### src/rtl/hyperbus_cfg_seq_pkg.sv
// Shared types and default boot table for the HyperBus configuration sequencer.
// The table constants program chip-select ranges and latency before the SoC gets the reg port.
`timescale 1ns/1ps
package hyperbus_cfg_seq_pkg;

    typedef enum logic [2:0] {
        WAIT  = 3'd0,
        WR    = 3'd1,
        RD    = 3'd2,
        NXT   = 3'd3,
        DONE  = 3'd4,
        ERROR = 3'd5
    } cfg_seq_state_e;

    // Default boot table: latency config, then chip-0/chip-1 address ranges.
    localparam int unsigned HypNumCfgWrites = 4;
    localparam logic [3:0][31:0] HypCfgAddr = {32'h0000_0024, 32'h0000_0020,
                                               32'h0000_001C, 32'h0000_0000};
    localparam logic [3:0][31:0] HypCfgData = {32'h0200_0000, 32'h0100_0000,
                                               32'h0100_0000, 32'h0000_0006};

    function automatic int unsigned cnt_width(int unsigned a, int unsigned b);
        int unsigned m;
        m = (a > b) ? a : b;
        return $clog2(m + 1) + 1;
    endfunction

endpackage

### src/rtl/hyperbus_cfg_seq.sv
// Boot-time configuration sequencer and reg-bus arbiter: waits for PHY startup, writes (and
// optionally verifies) a parameter table, then passes the reg port through to the SoC master.
`timescale 1ns/1ps
module hyperbus_cfg_seq
    import hyperbus_cfg_seq_pkg::*;
#(
    parameter int unsigned RegAddrWidth  = 32,
    parameter int unsigned RegDataWidth  = 32,
    parameter int unsigned NumCfgWrites  = 4,
    parameter logic [((NumCfgWrites > 0) ? NumCfgWrites : 1)-1:0][RegAddrWidth-1:0] CfgAddr = '0,
    parameter logic [((NumCfgWrites > 0) ? NumCfgWrites : 1)-1:0][RegDataWidth-1:0] CfgData = '0,
    parameter int unsigned WaitCycles    = 60000,
    parameter bit          ReadBack      = 1'b1,
    parameter int unsigned TimeoutCycles = 1024,
    localparam int unsigned StrbW = RegDataWidth / 8,
    localparam int unsigned IdxW  = $clog2((NumCfgWrites > 2) ? NumCfgWrites : 2)
) (
    input  logic                    clk_i,
    input  logic                    rst_ni,
    input  logic                    restart_i,
    input  logic [RegAddrWidth-1:0] ext_req_addr_i,
    input  logic                    ext_req_write_i,
    input  logic [RegDataWidth-1:0] ext_req_wdata_i,
    input  logic [StrbW-1:0]        ext_req_wstrb_i,
    input  logic                    ext_req_valid_i,
    output logic [RegDataWidth-1:0] ext_rsp_rdata_o,
    output logic                    ext_rsp_ready_o,
    output logic                    ext_rsp_error_o,
    output logic [RegAddrWidth-1:0] cfg_req_addr_o,
    output logic                    cfg_req_write_o,
    output logic [RegDataWidth-1:0] cfg_req_wdata_o,
    output logic [StrbW-1:0]        cfg_req_wstrb_o,
    output logic                    cfg_req_valid_o,
    input  logic [RegDataWidth-1:0] cfg_rsp_rdata_i,
    input  logic                    cfg_rsp_ready_i,
    input  logic                    cfg_rsp_error_i,
    output logic                    done_o,
    output logic                    error_o,
    output logic [IdxW-1:0]         err_idx_o
);

    localparam int unsigned NumEnt = (NumCfgWrites > 0) ? NumCfgWrites : 1;
    localparam int unsigned CntW   = cnt_width(WaitCycles, TimeoutCycles);

    cfg_seq_state_e          state_q, state_d;
    logic [CntW-1:0]         cnt_q, cnt_d;
    logic [IdxW-1:0]         idx_q, idx_d;
    logic [IdxW-1:0]         err_idx_q, err_idx_d;
    logic                    pend_q, pend_d;
    logic [RegAddrWidth-1:0] cur_addr;
    logic [RegDataWidth-1:0] cur_data;
    logic                    wait_done, tmo_hit, last_idx;

    always_comb begin
        cur_addr = '0;
        cur_data = '0;
        for (int i = 0; i < NumEnt; i++) begin
            if (idx_q == IdxW'(i)) begin
                cur_addr = CfgAddr[i];
                cur_data = CfgData[i];
            end
        end
    end

    // The shared counter reads as "cycles already spent" in WAIT and in a stalled WR/RD.
    assign wait_done = (32'(cnt_q) + 32'd1) >= WaitCycles;
    assign tmo_hit   = (TimeoutCycles != 0) && ((32'(cnt_q) + 32'd1) >= TimeoutCycles);
    assign last_idx  = (idx_q == IdxW'(NumEnt - 1));

    always_ff @(posedge clk_i or negedge rst_ni) begin
        if (!rst_ni) begin
            state_q   <= WAIT;
            cnt_q     <= '0;
            idx_q     <= '0;
            err_idx_q <= '0;
            pend_q    <= 1'b0;
        end else begin
            state_q   <= state_d;
            cnt_q     <= cnt_d;
            idx_q     <= idx_d;
            err_idx_q <= err_idx_d;
            pend_q    <= pend_d;
        end
    end

    always_comb begin
        state_d   = state_q;
        cnt_d     = cnt_q;
        idx_d     = idx_q;
        err_idx_d = err_idx_q;
        pend_d    = pend_q;
        case (state_q)
            WAIT: begin
                cnt_d = cnt_q + CntW'(1);
                if (wait_done) begin
                    cnt_d   = '0;
                    state_d = (NumCfgWrites == 0) ? DONE : WR;
                end
            end
            WR, RD: begin
                if (cfg_rsp_ready_i) begin
                    cnt_d = '0;
                    if (cfg_rsp_error_i ||
                        (state_q == RD && cfg_rsp_rdata_i != cur_data)) begin
                        state_d   = ERROR;
                        err_idx_d = idx_q;
                    end else if (state_q == WR && ReadBack) begin
                        state_d = RD;
                    end else begin
                        state_d = NXT;
                    end
                end else if (tmo_hit) begin
                    cnt_d     = '0;
                    state_d   = ERROR;
                    err_idx_d = idx_q;
                end else begin
                    cnt_d = cnt_q + CntW'(1);
                end
            end
            NXT: begin
                if (last_idx) begin
                    state_d = DONE;
                end else begin
                    idx_d   = idx_q + IdxW'(1);
                    state_d = WR;
                end
            end
            DONE, ERROR: begin
                // Never cut an external transfer that is still holding valid.
                if (pend_q && !ext_req_valid_i) begin
                    state_d   = WAIT;
                    cnt_d     = '0;
                    idx_d     = '0;
                    err_idx_d = '0;
                    pend_d    = 1'b0;
                end else if (restart_i) begin
                    pend_d = 1'b1;
                end
            end
            default: state_d = WAIT;
        endcase
    end

    always_comb begin
        cfg_req_addr_o  = '0;
        cfg_req_write_o = 1'b0;
        cfg_req_wdata_o = '0;
        cfg_req_wstrb_o = '0;
        cfg_req_valid_o = 1'b0;
        ext_rsp_rdata_o = '0;
        ext_rsp_ready_o = 1'b0;
        ext_rsp_error_o = 1'b0;
        case (state_q)
            WR: begin
                cfg_req_addr_o  = cur_addr;
                cfg_req_write_o = 1'b1;
                cfg_req_wdata_o = cur_data;
                cfg_req_wstrb_o = '1;
                cfg_req_valid_o = 1'b1;
            end
            RD: begin
                cfg_req_addr_o  = cur_addr;
                cfg_req_valid_o = 1'b1;
            end
            DONE, ERROR: begin
                cfg_req_addr_o  = ext_req_addr_i;
                cfg_req_write_o = ext_req_write_i;
                cfg_req_wdata_o = ext_req_wdata_i;
                cfg_req_wstrb_o = ext_req_wstrb_i;
                cfg_req_valid_o = ext_req_valid_i;
                ext_rsp_rdata_o = cfg_rsp_rdata_i;
                ext_rsp_ready_o = cfg_rsp_ready_i;
                ext_rsp_error_o = cfg_rsp_error_i;
            end
            default: ;
        endcase
    end

    assign done_o    = (state_q == DONE);
    assign error_o   = (state_q == ERROR);
    assign err_idx_o = err_idx_q;

endmodule
### config.mk
export PLATFORM = sky130hd
export DESIGN_NAME = hyperbus_cfg_seq
export DESIGN_NICKNAME = d
export VERILOG_FILES = /design/src/rtl/hyperbus_cfg_seq_pkg.sv /design/src/rtl/hyperbus_cfg_seq.sv
export SDC_FILE = /design/constraint.sdc
export NUM_CORES = 1
export LEC_CHECK = 0
export BUFFER_PORTS_ARGS = -buffer_cell sky130_fd_sc_hd__buf_2
export CORE_AREA = 2 2 84 86
export DETAILED_ROUTE_END_ITERATION = 8
export DIE_AREA = 0 0 86 88
export GPL_TIMING_DRIVEN = 0
export PLACE_DENSITY_LB_ADDON = 0.12
export SLEW_MARGIN = 40
export SYNTH_ARGS = -nofsm -noshare
export SYNTH_HDL_FRONTEND = slang
export SYNTH_SLANG_ARGS = --single-unit
### constraint.sdc
create_clock -name clk_i -period 5.6 [get_ports clk_i]
set_input_delay 0.56 -clock clk_i [delete_from_list [all_inputs] [get_ports clk_i]]
set_output_delay 0.56 -clock clk_i [all_outputs]
set_load 0.01 [all_outputs]
==> results.md <==
* Drt first pass iters at 4
* Port-buffer cells at 214
* DRC at 0
* Crit path arrival time at 2.49 ns
* CTS sink cnt at 25
* FP Rows at 30
* Final worst path period need at 3.05 ns
* Initial DRC Count at 256
* Vias in the first global route at between 2000 and 3000
* # IOs at 215
* GRT Total Usage at 0.256
* Initial antenna violation count at 0
* Worst-margin pin slew at about 0.75 ns
* Initial core utilization at 0.391
* Vias per inst at 5.19
* Synthesized cell area at 0.00260 mm^2
* Final setup violating endpoints at 0
* Worst path required time at just over 5 ns
* Most frequent cells in the layout: buf_2, and2_1, nand2_1
* Worst hold path type: in2async
* R2R cell count at 10
* Via Count at about 3300
* Die X at 86 um
* Setup WS pre-CTS at 2.73 ns
* Final #Nets at 675
* Yosys top cell by area: and2_1
* Crit share post-route at 0.545
* CTS tree: done
* Layout cells sized above 1 at 0.424
* Synth Area per Inst at 7.50 um^2
* Power per cell area at 232 mW/mm^2
* ANT nets after route at 0
* Setup_tns at 0 ns
* Final HPWL DP at 8.63 mm
* Yosys top cell area share at 0.243
* Global-route wire length before repair at ~15 mm
* Critical-path maximum fanout at 10
* Critical path class: reg2out
* Die H at 88 um
* Worst setup EP type: primary output
* Post-cts resize count at 0
* Bufs on Longest Clock Path at 2
* Clock root buffer: clkbuf_8
* Clk_skew at approximately 0.0036 ns
* Hold-fix buffers, CTS at 0
* Top cells by area, synth: and2_1, dfrtp_1, nand2_1, nor4_1, clkbuf_1
* Max cap viols at 0
* Core area at 0.00664 mm^2
* Overall routed net length at 10.4 mm
* VDD IR max at 0.000128 V
* Net Count, Synth at 456
* Element type at the critical path start: flip-flop
* Status: finished clean
* P&R area growth vs syn at 46.9%
* Post-route setup slack at 2.55 ns
* TritonCTS Buffers at 3
* Fin. max-slew vios at 0
* Avg WL per Cell at 16.2 um
* Total die area at 0.00757 mm^2
* Clock-pin transition on the worst setup and hold timing paths at 0.10 ns
* Largest net degree at the start of global routing at 26
* Reg2reg setup slack at approximately 2.7 ns
* GR Overflow Total at 0
* H-tree depth reported by CTS at 1
* Reg2reg start: cnt_q[0]
* Final design utilization at 0.574
* Placer's final routability congestion estimate at 0.957
* Number of synthesis warnings at 0
* Synth cell types at 53
* Leakage at 2.12 nW
* Worst slew margin at 0.496
* Synth Flop Type: dfrtp_1
* RSZ-0062 raised after global routing: no
* Synthesized flop and latch total at 25
* Clk_lat worst skew at approximately 0.28 ns
* Commonest non-fill, non-tap cell in the layout: buf_2
* Ant. Diodes at 0
* Post-CTS Setup Bufs at 0
* Final hold vios at 0
* Worst R2R End: cnt_q[7]
* Syn Inst Count at ~350
* Seq/Total Area, Yosys at 0.241
* Ys async rst share at 1.00
* Post-synth EDFFs at 0
* Max Freq at between 0.3 and 0.4 GHz
metal layers:
metal  wire (um)  global-route usage  part of all wire
met5           0                   0                 0
met1        4700               0.397              0.45
met2        4650               0.376              0.45
met4          42              0.0390            0.0040
met3        1030              0.0452             0.099
stage by stage:
step	instances	cell area [um^2]	hold WS, ns	total power [mW]
floorplan	346	2600	0.264	0.553
global placement	640	3770	0.496	0.763
detailed placement	640	3770	0.500	0.770
CTS	644	3810	0.300	0.888
global route	644	3810	0.321	0.950
finish	644	3810	0.272	0.885
worst max-delay path: stages, from the launching register on:
cell	delay, ns
dfrtp_1	0.41
buf_1	0.23
nor2b_1	0.42
clkbuf_1	0.41
clkbuf_1	0.30
and2_1	0.26
buf_2	0.16
sequential cells by signal, summed over array words and instances, names as in the netlist:
name and flops:
cnt_q 17, err_idx_o 2, idx_q 2, pend_q 1, state_q 3
worst max path at each step:
stage	start	endpoint	slack (ns)	depth (start not counted)
final	state_q[1]	ext_rsp_rdata_o[27]	2.55	6
after global routing	state_q[1]	ext_rsp_rdata_o[30]	2.40	6
after CTS	state_q[1]	ext_rsp_rdata_o[28]	2.56	6
after detailed placement	cnt_q[0]	cnt_q[7]	2.73	10
after global placement	cnt_q[0]	cnt_q[1]	2.79	10
after floorplan	cnt_q[0]	cnt_q[14]	3.13	10
cell type report:
class                   instances  area, um^2
fillers                       684        2830
multi-input cells             291        1840
repair buffers                214        1070
flip-flops and latches         25         626
plain buffers                  27         116
well taps                      80         100
clock buffers                   3        41.3
inverters                       3        11.3
clock inverters                 1        5.00
report_power, final:
group          switching, mW  total, mW  leakage [nW]  internal [mW]
Combinational          0.312      0.519          1.75          0.207
Clock                 0.0653      0.115        0.0255         0.0500
Sequential            0.0393      0.250         0.339          0.211
Yosys cell counts, drive strengths merged, types with 3 or more instances:
cell	n
a21oi	14
and2	101
and3	3
buf	7
clkbuf	20
dfrtp	25
ha	3
inv	3
mux2	3
mux2i	3
nand2	38
nand2b	7
nand3	13
nand4	6
nor2	12
nor2b	4
nor3	5
nor4	16
o211ai	9
o21ai	14
o22ai	4
o311ai	6
o31ai	3
or3	3
xnor2	3
cells by family after synthesis:
kind of cell	Yosys count	synth area share
DFF	25	0.241
buffers and inverters	30	0.0492
xor gates and xnor gates	5	0.0169
AOI/OAI and AO/OA	62	0.168
adders and majority gates	3	0.0145
muxes	6	0.0246
and+or+nand+nor	215	0.486
No activity file was read; power rests on OpenSTA's default activity.
